===== src/rtl/stbl_monitor_pkg.sv =====
// Shared types for the stability monitor: log tone encoding, FSM states and
// the event record layout used by stbl_monitor and its event queue.
package verb_mon_pkg;

    // Log levels; numeric values match the bench logger's level encoding.
    typedef enum logic [2:0] {
        TRACE = 3'd0,
        DEBUG = 3'd1,
        INFO  = 3'd2,
        WARN  = 3'd3,
        ERROR = 3'd4,
        FATAL = 3'd5
    } tone_t;

    // Stability tracker states.
    typedef enum logic [1:0] {
        IDLE,
        TRACK,
        BROKEN
    } stbl_state_t;

    // Default bus widths for the reference record layout below.
    localparam int STBL_DATA_W = 8;
    localparam int STBL_CNT_W  = 16;

    // Event record at the default widths. Modules with other widths declare a
    // local struct with the same field order so the packed words line up.
    typedef struct packed {
        tone_t                   level;
        logic [STBL_DATA_W-1:0]  dataOld;
        logic [STBL_DATA_W-1:0]  dataNew;
        logic [STBL_CNT_W-1:0]   cycles;
    } stbl_evt_t;

    // Packed width of an event record for a given data and counter width.
    function automatic int stblEvtWidth(input int dw, input int cw);
        return $bits(tone_t) + 2 * dw + cw;
    endfunction

endpackage


===== src/rtl/stbl_monitor_if.sv =====
// Event record handshake between the stability monitor (master) and the
// record consumer (slave). Valid/ready: a record moves when both are high.
interface stbl_monitor_if #(
    parameter int DATA_WIDTH = 8,
    parameter int CNT_WIDTH  = 16
);

    logic                  evt_valid;
    logic                  evt_ready;
    logic [2:0]            evt_level;
    logic [DATA_WIDTH-1:0] evt_data_old;
    logic [DATA_WIDTH-1:0] evt_data_new;
    logic [CNT_WIDTH-1:0]  evt_cycles;

    modport master (
        output evt_valid,
        output evt_level,
        output evt_data_old,
        output evt_data_new,
        output evt_cycles,
        input  evt_ready
    );

    modport slave (
        input  evt_valid,
        input  evt_level,
        input  evt_data_old,
        input  evt_data_new,
        input  evt_cycles,
        output evt_ready
    );

endinterface


===== src/rtl/stbl_monitor_event_fifo.sv =====
// Generic synchronous FIFO with a registered head word and full/empty flags.
// A push while full is accepted only when a pop happens on the same edge;
// a pop while empty is ignored.
module event_fifo #(
    parameter int WIDTH = 8,
    parameter int DEPTH = 4
) (
    input  logic             clk,
    input  logic             rst_n,
    input  logic             push_i,
    input  logic [WIDTH-1:0] pushData_i,
    input  logic             pop_i,
    output logic             full_o,
    output logic             empty_o,
    output logic [WIDTH-1:0] head_o
);

    localparam int AW = $clog2(DEPTH);
    localparam logic [AW:0] FULL_CNT = (AW + 1)'(DEPTH);

    logic [WIDTH-1:0] mem_q [DEPTH];
    logic [AW-1:0]    wrPtr_q, wrPtr_d;
    logic [AW-1:0]    rdPtr_q, rdPtr_d;
    logic [AW:0]      count_q, count_d;
    logic [WIDTH-1:0] head_q, head_d;
    logic             doPush;
    logic             doPop;

    assign full_o  = (count_q == FULL_CNT);
    assign empty_o = (count_q == '0);
    assign head_o  = head_q;

    // Accept decisions, pointer/count updates and the next head word.
    always_comb begin
        doPop   = pop_i && !empty_o;
        doPush  = push_i && (!full_o || doPop);
        wrPtr_d = wrPtr_q;
        rdPtr_d = rdPtr_q;
        count_d = count_q;
        if (doPush) begin
            wrPtr_d = wrPtr_q + 1'b1;
        end
        if (doPop) begin
            rdPtr_d = rdPtr_q + 1'b1;
        end
        if (doPush && !doPop) begin
            count_d = count_q + 1'b1;
        end else if (doPop && !doPush) begin
            count_d = count_q - 1'b1;
        end
        // The new head is the incoming word when it lands in the head slot.
        if (doPush && (wrPtr_q == rdPtr_d)) begin
            head_d = pushData_i;
        end else begin
            head_d = mem_q[rdPtr_d];
        end
    end

    // Storage, pointers and head register; reset clears everything.
    always_ff @(posedge clk or negedge rst_n) begin
        if (!rst_n) begin
            for (int i = 0; i < DEPTH; i++) begin
                mem_q[i] <= '0;
            end
            wrPtr_q <= '0;
            rdPtr_q <= '0;
            count_q <= '0;
            head_q  <= '0;
        end else begin
            if (doPush) begin
                mem_q[wrPtr_q] <= pushData_i;
            end
            wrPtr_q <= wrPtr_d;
            rdPtr_q <= rdPtr_d;
            count_q <= count_d;
            head_q  <= head_d;
        end
    end

endmodule


===== src/rtl/stbl_monitor.sv =====
// Stability monitor: while flag is active the data bus must not change.
// Each tracking window yields one INFO record (data held) or one ERROR
// record (first change seen), queued for a valid/ready consumer.
// Optional feature: define STBL_MONITOR_DROP_CNT_EN to add the drop_cnt
// output counting events lost to a full queue.
module stbl_monitor
    import verb_mon_pkg::*;
#(
    parameter int   DATA_WIDTH = 8,
    parameter int   CNT_WIDTH  = 16,
    parameter int   FIFO_DEPTH = 4,
    parameter logic ACTIVE     = 1'b1
) (
    input  logic                  clk,
    input  logic                  rst_n,
    input  logic                  flag,
    input  logic [DATA_WIDTH-1:0] data,
    stbl_monitor_if.master        evt,
    output logic                  overflow
`ifdef STBL_MONITOR_DROP_CNT_EN
    ,
    output logic [CNT_WIDTH-1:0]  drop_cnt
`endif
);

    typedef struct packed {
        tone_t                  level;
        logic [DATA_WIDTH-1:0]  dataOld;
        logic [DATA_WIDTH-1:0]  dataNew;
        logic [CNT_WIDTH-1:0]   cycles;
    } evtRec_t;

    localparam int EVT_W = stblEvtWidth(DATA_WIDTH, CNT_WIDTH);

    stbl_state_t           state_q;
    logic                  primed_q;
    logic                  lastFlag_q;
    logic [DATA_WIDTH-1:0] lastData_q;
    logic [CNT_WIDTH-1:0]  cycles_q;
    logic [CNT_WIDTH-1:0]  cyclesInc;
    logic                  overflow_q;
    logic                  flagActive;
    logic                  pushReq;
    evtRec_t               pushRec;
    logic                  popReq;
    logic                  fifoFull;
    logic                  fifoEmpty;
    logic                  drop;
    logic [EVT_W-1:0]      fifoHead;
    evtRec_t               headRec;

    assign flagActive = (flag == ACTIVE);
    assign cyclesInc  = (&cycles_q) ? cycles_q : cycles_q + 1'b1;
    assign popReq     = !fifoEmpty && evt.evt_ready;
    assign drop       = pushReq && fifoFull && !popReq;

    // Decide whether this edge produces an event, and build its record.
    always_comb begin
        pushReq = 1'b0;
        pushRec = '0;
        if (state_q == TRACK) begin
            if (flagActive) begin
                if (data != lastData_q) begin
                    pushReq         = 1'b1;
                    pushRec.level   = ERROR;
                    pushRec.dataOld = lastData_q;
                    pushRec.dataNew = data;
                    pushRec.cycles  = cycles_q;
                end
            end else begin
                pushReq         = 1'b1;
                pushRec.level   = INFO;
                pushRec.dataOld = lastData_q;
                pushRec.dataNew = lastData_q;
                pushRec.cycles  = cycles_q;
            end
        end
    end

    // Tracking FSM: the first edge after reset only primes the history.
    always_ff @(posedge clk or negedge rst_n) begin
        if (!rst_n) begin
            state_q    <= IDLE;
            primed_q   <= 1'b0;
            lastFlag_q <= 1'b0;
            lastData_q <= '0;
            cycles_q   <= '0;
        end else begin
            primed_q   <= 1'b1;
            lastFlag_q <= flagActive;
            lastData_q <= data;
            if (primed_q) begin
                case (state_q)
                    IDLE: begin
                        if (!lastFlag_q && flagActive) begin
                            state_q  <= TRACK;
                            cycles_q <= CNT_WIDTH'(1);
                        end
                    end
                    TRACK: begin
                        if (flagActive) begin
                            cycles_q <= cyclesInc;
                            if (data != lastData_q) begin
                                state_q <= BROKEN;
                            end
                        end else begin
                            state_q <= IDLE;
                        end
                    end
                    BROKEN: begin
                        if (flagActive) begin
                            cycles_q <= cyclesInc;
                        end else begin
                            state_q <= IDLE;
                        end
                    end
                    default: state_q <= IDLE;
                endcase
            end
        end
    end

    // Sticky overflow flag: set whenever an event is lost to a full queue.
    always_ff @(posedge clk or negedge rst_n) begin
        if (!rst_n) begin
            overflow_q <= 1'b0;
        end else if (drop) begin
            overflow_q <= 1'b1;
        end
    end

    assign overflow = overflow_q;

`ifdef STBL_MONITOR_DROP_CNT_EN
    logic [CNT_WIDTH-1:0] dropCnt_q;

    // Saturating count of dropped events.
    always_ff @(posedge clk or negedge rst_n) begin
        if (!rst_n) begin
            dropCnt_q <= '0;
        end else if (drop && !(&dropCnt_q)) begin
            dropCnt_q <= dropCnt_q + 1'b1;
        end
    end

    assign drop_cnt = dropCnt_q;
`endif

    event_fifo #(
        .WIDTH (EVT_W),
        .DEPTH (FIFO_DEPTH)
    ) u_fifo (
        .clk        (clk),
        .rst_n      (rst_n),
        .push_i     (pushReq),
        .pushData_i (pushRec),
        .pop_i      (popReq),
        .full_o     (fifoFull),
        .empty_o    (fifoEmpty),
        .head_o     (fifoHead)
    );

    assign headRec          = evtRec_t'(fifoHead);
    assign evt.evt_valid    = !fifoEmpty;
    assign evt.evt_level    = headRec.level;
    assign evt.evt_data_old = headRec.dataOld;
    assign evt.evt_data_new = headRec.dataNew;
    assign evt.evt_cycles   = headRec.cycles;

endmodule

===== src/flat_wrapper.sv =====
// flat-port wrapper written by rule: the top's interface ports become plain ports
module stbl_monitor_flat import verb_mon_pkg::*;
#(
    parameter int   DATA_WIDTH = 8,
    parameter int   CNT_WIDTH  = 16,
    parameter int   FIFO_DEPTH = 4,
    parameter logic ACTIVE     = 1'b1
)
  (clk, rst_n, flag, data, overflow, evt_evt_valid, evt_evt_level, evt_evt_data_old, evt_evt_data_new, evt_evt_cycles, evt_evt_ready);
  stbl_monitor_if #(.DATA_WIDTH(DATA_WIDTH), .CNT_WIDTH(CNT_WIDTH)) evt_i ();
  input  logic clk;
  input  logic rst_n;
  input  logic flag;
  input  logic [DATA_WIDTH-1:0] data;
  output logic overflow;
  output wire logic [$bits(evt_i.evt_valid)-1:0] evt_evt_valid;
  output wire logic [$bits(evt_i.evt_level)-1:0] evt_evt_level;
  output wire logic [$bits(evt_i.evt_data_old)-1:0] evt_evt_data_old;
  output wire logic [$bits(evt_i.evt_data_new)-1:0] evt_evt_data_new;
  output wire logic [$bits(evt_i.evt_cycles)-1:0] evt_evt_cycles;
  input wire logic [$bits(evt_i.evt_ready)-1:0] evt_evt_ready;
  assign evt_evt_valid = evt_i.evt_valid;
  assign evt_evt_level = evt_i.evt_level;
  assign evt_evt_data_old = evt_i.evt_data_old;
  assign evt_evt_data_new = evt_i.evt_data_new;
  assign evt_evt_cycles = evt_i.evt_cycles;
  assign evt_i.evt_ready = evt_evt_ready;
  stbl_monitor #(.DATA_WIDTH(DATA_WIDTH), .CNT_WIDTH(CNT_WIDTH), .FIFO_DEPTH(FIFO_DEPTH), .ACTIVE(ACTIVE)) u_core (.clk(clk), .rst_n(rst_n), .flag(flag), .data(data), .evt(evt_i), .overflow(overflow));
endmodule

===== config.mk =====
export PLATFORM = sky130hd
export DESIGN_NAME = stbl_monitor_flat
export DESIGN_NICKNAME = d
export VERILOG_FILES = /design/src/rtl/stbl_monitor_pkg.sv /design/src/rtl/stbl_monitor_if.sv /design/src/rtl/stbl_monitor_event_fifo.sv /design/src/rtl/stbl_monitor.sv /design/src/flat_wrapper.sv
export SDC_FILE = /design/constraint.sdc
export NUM_CORES = 1
export LEC_CHECK = 0
export CORE_MARGIN = 5
export CORE_UTILIZATION = 28
export DETAILED_ROUTE_END_ITERATION = 12
export PLACE_DENSITY_LB_ADDON = 0.2
export SLEW_MARGIN = 10
export SYNTH_ARGS = -nofsm -noshare
export SYNTH_HDL_FRONTEND = slang
export SYNTH_SLANG_ARGS = --single-unit

===== constraint.sdc =====
create_clock -name clk -period 6 [get_ports clk]
set_input_delay 1.2 -clock clk [delete_from_list [all_inputs] [get_ports clk]]
set_output_delay 1.2 -clock clk [all_outputs]
set_load 0.01 [all_outputs]

# Yosys cells after proc, flatten, opt, wreduce, memory -nomap -nowiden
# Cells that the tools add are included.
[word_totals] n_memories=0 latch_bits=0 out_inout_bits=37 regBits=211 ram_bits=0 mem_bits_ro=0 word_cells=84 in_bits=12
[op_classes] div_mod_pow=0 eq_ne=10 addsub=5 mul=0 shift=0 n_lt_le_gt_ge=3 n_reduce_logical=25 n_bitwise=2 muxes=25
[op_table] cell="$mux W35" count=7
[op_table] cell="$bwmux W140" count=1
[op_table] cell="$bmux W35 S2" count=1
[op_table] cell="$demux W35 S2" count=1
[op_table] cell="$mux W16" count=3
[op_table] cell="$pmux W16 S2" count=1
[op_table] cell="$add A16 B1 Y16 const B" count=1
[op_table] cell="$reduce_and A16 Y1" count=1
[op_table] cell="$logic_and A1 B1 Y1" count=10
[op_table] cell="$mux W2" count=5
[op_table] cell="$ne A8 B8 Y1" count=1
[op_table] cell="$ge A3 B3 Y1 const B" count=2
[op_table] cell="$logic_not A1 Y1" count=6
[op_table] cell="$mux W3" count=2
[op_table] cell="$not A2 Y3" count=2
[op_table] cell="$pmux W2 S3" count=1
[op_table] cell="$reduce_and A5 Y1" count=1
[op_table] cell="$add A2 B1 Y2 const B" count=2
[op_table] cell="$ne A2 B1 Y1 const B" count=2
[op_table] cell="$ne A2 B2 Y1 const B" count=2
[op_table] cell="$reduce_and A4 Y1" count=1
[op_table] cell="$reduce_bool A2 Y1" count=2
[op_table] cell="$add A3 B1 Y3 const B" count=1
[op_table] cell="$eq A3 B3 Y1 const B" count=1
[op_table] cell="11 further kinds" count=13

# Depth between registers and ports, before layout
[depth] ltp_word=10 ltp_mapped=11 depth_no_buf=11

# Hierarchy
# A second synthesis with hierarchy kept.
[unflattened] cells_unflattened=957 hier_area_um2=11210.8
[by_module_without_submodules] module="event_fifo" area_each_um2=9316.4 instances=1 cells_per_inst=750
[by_module_without_submodules] module="stbl_monitor" area_each_um2=1894.3 instances=1 cells_per_inst=207

# Worst setup path after synthesis
# No wires, ideal clock.
[synth_timing] path_kind="input to register" from="input port evt_evt_ready" to="register u_core.u_fifo.count_q[2]" path_slack_ps=2937 stages=11 path_buffers=3 arrival_ps=2984 cell_sequence="o31a_1 > buf_6 > inv_2 > buf_2 > buf_1 > ha_1 > inv_1 > fa_1 > xor2_1 > nor2_1 > xor2_1"
[synth_between] elab_chain_cells=7 word_cells_on_any_way=10
[synth_lines] item="start: declaration" line_no="flat_wrapper.sv:21" text="input wire logic [$bits(evt_i.evt_ready)-1:0] evt_evt_ready;"
[synth_lines] item="$logic_and A1 B1 Y1 (*)" line_no="stbl_monitor.sv:54" text="assign popReq = !fifoEmpty && evt.evt_ready;"
[synth_lines] item="$logic_and A1 B1 Y1 (*)" line_no="stbl_monitor_event_fifo.sv:35" text="doPop = pop_i && !empty_o;"
[synth_lines] item="$logic_or A1 B1 Y1" line_no="stbl_monitor_event_fifo.sv:36" text="doPush = push_i && (!full_o || doPop);"
[synth_lines] item="$logic_and A1 B1 Y1" line_no="stbl_monitor_event_fifo.sv:36"
[synth_lines] item="$logic_not A1 Y1" line_no="stbl_monitor_event_fifo.sv:48" text="end else if (doPop && !doPush) begin"
[synth_lines] item="$logic_and A1 B1 Y1" line_no="stbl_monitor_event_fifo.sv:48"
[synth_lines] item="$reduce_bool A2 Y1 (no source line)"
[synth_lines] item="end signal: assignment" line_no="stbl_monitor_event_fifo.sv:75" text="count_q <= count_d;"
[synth_lines] item="end: declaration" line_no="stbl_monitor_event_fifo.sv:24" text="logic [AW:0] count_q, count_d;"
# Mark *: on every way between the ends. The rest lies on a longest branch, timed or not.
# A chain may end at the register's enable or synchronous reset.

# Worst setup path after layout
[layout_timing] from="input port evt_evt_ready" to="register u_core.u_fifo.head_q[12] (netlist: u_core.u_fifo.head_o[12])"
[layout_between] elab_chain_cells=8 word_cells_on_any_way=12
[layout_lines] item="$logic_and A1 B1 Y1 (*)" line_no="stbl_monitor.sv:54"
[layout_lines] item="$logic_and A1 B1 Y1 (*)" line_no="stbl_monitor_event_fifo.sv:35"
[layout_lines] item="$mux W2" line_no="stbl_monitor_event_fifo.sv:43" text="if (doPop) begin"
[layout_lines] item="$not A2 Y3 (not written as such)" line_no="stbl_monitor_event_fifo.sv:55" text="head_d = mem_q[rdPtr_d];"
[layout_lines] item="$bmux W35 S2" line_no="stbl_monitor_event_fifo.sv:55"
[layout_lines] item="$mux W35 (not written as such) (2 in a row)" line_no="stbl_monitor_event_fifo.sv:55"
[layout_lines] item="$mux W35 (*)" line_no="stbl_monitor_event_fifo.sv:52" text="if (doPush && (wrPtr_q == rdPtr_d)) begin"
[layout_lines] item="via u_core.u_fifo.head_d[12]" line_no="stbl_monitor_event_fifo.sv:25" text="logic [WIDTH-1:0] head_q, head_d;"
[layout_lines] item="end signal: assignment" line_no="stbl_monitor_event_fifo.sv:68" text="head_q <= '0;"
[layout_lines] item="end signal: assignment" line_no="stbl_monitor_event_fifo.sv:76" text="head_q <= head_d;"
[layout_lines] item="end: declaration" line_no="stbl_monitor_event_fifo.sv:25"
# Mark *: on every way through the listed nets, which the timed path passes. The rest lies on a longest branch. The select of a mux whose other input is x is not followed.

==> impl_metrics.toml <==
[cts]
clock_tree_from_tritoncts = "done"
htree_levels = 1
clock_insertion_delay_worst_skew_ns = 0.51
clkSlewWorstSetupHoldPaths_ns = 0.06
post_cts.repair.setup_buffers = 0
clk_root_buffer_cell = "clkbuf_16"
hold_buffers = 0
cts-buffers-inserted = 25
cts_buffer_depth = 3
cts_repair_resize_count = 0
clock_sink_count = 206

[synth]
synthesis.nets = 1034
netlist_top_cells_area = "dfrtp_1 50%, mux2_2 10%, o21ai_0 6.6%"
synthesis.instances = 1012
synthesis.area_per_instance_um2 = 10.19
ys_types = 49
most_frequently_used_flop_master_after_synthesis = "dfrtp_1"
synth_largest_type_area_fraction = 0.4999
synth_area_um2 = 10310
netlist.top_cell.by_area = "dfrtp_1"
ys_seq_elements = 206
postSynth.asyncResetShare = 1.000
yosys_warning_total = 0
synth-seq-area-share = 0.4999
post_synth_edffs = 0

[floorplan]
core_region_area_um2 = 36520
die_area_um2 = 40760
std_cell_rows = 70
die-width_um = 201.9
floorplan.initialDensity = 0.2823
die_height_um = 201.9
design.portCount = 49

[sta]
finClkSkew_ns = 0.009377
timing.slew.headroom = 0.1780
fmaxAchievable_mhz = 264.8
tns_ns = 0
final_hold_viol_count = 0
fin_crit_ns = 3.776
setup_viol = 0
final.period_utilization = 0.6293
tightestPinTransition_ns = 1.232
number_of_pins_with_negative_max_slew_slack_in_the_final_report = 0
rsz0062_at_grt = "false"

[placed_design]
routabilityCongestion = 0.7311
place_hpwl_um = 16680
io_buffer_count = 47

[cells_and_area]
fillers = 3694
final_core_utilization = 0.3290
seqCellArea_um2 = 5162
finalNetCount = 1040
layout-drive-gt1-share = 0.1557
area_delta_synth_final_pct = 16.54
multi_input_area_um2 = 4808
antenna-diode-count = 0

[detailed_routing]
wl_met2_um = 13380
finalWirelength_um = 28150
dr.first_iter.drc_count = 465
vias = 7556
wl_per_cell_um = 18.74
firstDrtPassIters = 4
antenna_left = 0
met3_length_um = 1185
topRoutingLayerUsed = "met4"
remaining_drc_errors = 0
drt-met1-wl_um = 13110
avgViaCountPerCell = 5.031

[worst_setup_path]
path_depth = 8
path_max_fanout = 99
worstRegToRegCells = 7
crit_arrival_ns = 4.17
cp-endpoint = "u_core.u_fifo.head_o[12]$_DFF_PN0_"
critPathLaunchType = "input pin"
cp_num_buf_inv = 3
critPathLaunch = "evt_evt_ready"
timing.rr.end = "u_core.u_fifo.head_o[12]$_DFF_PN0_"
critical_path_top_delay_cell = "buf_4"
regToRegSetupSlack_ns = 2.68
cells_traversed_along_the_worst_timing_path = "clkdlybuf4s50_1 > o31a_2 > buf_4 > nor2_2 > buf_4 > a211oi_1 > o21ai_0 > mux2_2"
setup.worst_path.class = "input pin to register"
reg2reg_from = "u_core.u_fifo.count_q[0]$_DFFE_PN0P_"
kind_of_capture_point_of_the_worst_setup_path = "register"
cp_slowest_stage_delay_ns = 0.72
required_time_at_the_worst_slack_endpoint_ns = 6.39
critical_path.top_delay_family = "buffers and inverters"
critPathMostFrequentCell = "buf_4"

[status]
outcome = "finished clean"

[global_routing]
grt_remaining_overflow = 0
antenna_found_initial = 0
largest_net_degree_at_the_start_of_global_routing = 113
grt_pass1_vias = 7633
grt_util_all_layers = 0.1359
grt_pass1_wl_um = 45150

[hold_path]
hold_path_class = "register to register"
holdCritStartpoint = "u_core.u_fifo.mem_q[98]$_DFFE_PN0P_"

[flow_run]
drv_cap = 0

[pwr]
pd_cells_nw_per_um2 = 483.4
ir_worst_vdd_uv = 194.5
power.leakage_nw = 5.292
==> cells in the final DEF (no fill, tap or decap), types with 4 or more instances in the layout <==
cell type,n
a22oi_1,8
xnor2_1,12
dfrtp_1,204
a21oi_1,40
nand3_1,17
a31oi_1,6
nand4_1,5
nand2_1,128
mux2_2,94
o21ai_0,137
and4_1,4
nor3b_1,24
clkbuf_8,6
inv_1,9
o311ai_4,4
clkdlybuf4s50_1,46
ha_1,9
and3_1,30
clkbuf_1,8
clkbuf_16,25
mux2i_1,45
mux2_1,8
buf_4,15
nor2_1,46
a2bb2oi_1,8
nor3_1,4
a211oi_1,32
nand3b_1,8
o31ai_1,10
==> synth_stat cells (all sizes together) (24+ instances only) <==
| master | number |
|---|---|
| buf | 26 |
| nor3b | 24 |
| mux2 | 102 |
| a211oi | 32 |
| mux2i | 45 |
| nor2 | 48 |
| clkbuf | 59 |
| and3 | 30 |
| dfrtp | 206 |
| nand2 | 128 |
| a21oi | 40 |
| o21ai | 137 |
==> tightest hold or removal path, delay by kind of cell (launching register included) <==
kind	cells	cell delay [ns]
flops	1	0.34
simple gates	2	0.10
==> registers in the layout, indices dropped and copies added (netlist names) <==
name / flops
u_core.u_fifo.wrPtr_q: 2
u_core.lastData_q: 8
u_core.u_fifo.rdPtr_q: 2
u_core.cycles_q: 16
u_core.u_fifo.head_o: 34
u_core.u_fifo.count_q: 3
u_core.primed_q: 1
u_core.state_q: 2
u_core.overflow: 1
u_core.u_fifo.mem_q: 136
u_core.lastFlag_q: 1
==> cell families (layout without fill, tap and decap cells) <==
logic type | count (synthesis) | in the layout | share of synthesized area
mux | 147 | 147 | 0.1551
buf+inv | 97 | 119 | 0.04029
simple gates | 275 | 275 | 0.1272
xor+xnor | 15 | 15 | 0.01274
other cells | 2 | 2 | 0.0007283
fa+ha+maj | 10 | 10 | 0.01286
flops | 206 | 206 | 0.4999
compound gates | 260 | 260 | 0.1512
==> final cells by class <==
type | instances | share of cell area
flip-flops and latches | 206 | 0.4296
repair buffers | 64 | 0.05227
clock inverters | 4 | 0.004061
inverters | 12 | 0.003748
multi-input cells | 709 | 0.4001
well taps | 468 | 0.04873
clock buffers | 39 | 0.06143
==> report_power, final <==
part | switching (mW) | internal (mW) | leakage [nW] | total, mW
combinational | 1.19 | 0.996 | 2.22 | 2.19
sequential | 0.371 | 1.80 | 2.69 | 2.17
clock | 0.569 | 0.880 | 0.387 | 1.45
==> stage by stage <==
step / cells / instance area (um2) / hold WS [ns] / setup slack, ns / total power [mW]
2_1_floorplan: 1012 / 10310 / 0.4452 / 2.937 / 3.609
3_3_place_gp: 1459 / 11230 / 0.4578 / 1.783 / 4.389
3_5_place_dp: 1459 / 11230 / 0.4628 / 1.723 / 4.422
4_1_cts: 1502 / 12020 / 0.4772 / 2.272 / 5.911
5_1_grt: 1502 / 12020 / 0.4898 / 2.081 / 6.233
6_report: 1502 / 12020 / 0.4718 / 2.224 / 5.809
==> worst min path at each step <==
stage	cells after the start	end
3_3_place_gp	2	u_core.u_fifo.mem_q[98]$_DFFE_PN0P_
6_report	2	u_core.u_fifo.mem_q[98]$_DFFE_PN0P_
2_1_floorplan	2	u_core.u_fifo.mem_q[76]$_DFFE_PN0P_
4_1_cts	2	u_core.u_fifo.mem_q[79]$_DFFE_PN0P_
3_5_place_dp	2	u_core.u_fifo.mem_q[79]$_DFFE_PN0P_
5_1_grt	2	u_core.u_fifo.mem_q[101]$_DFFE_PN0P_
==> per-layer routing <==
metal / global-route usage / vias to the layer above
met5: 0 / -
met4: 0.02734 / 0
met3: 0.01957 / 34
met2: 0.2229 / 124
met1: 0.1926 / 3787
li1: - / 3611
Power figures use the tool's default switching activity.
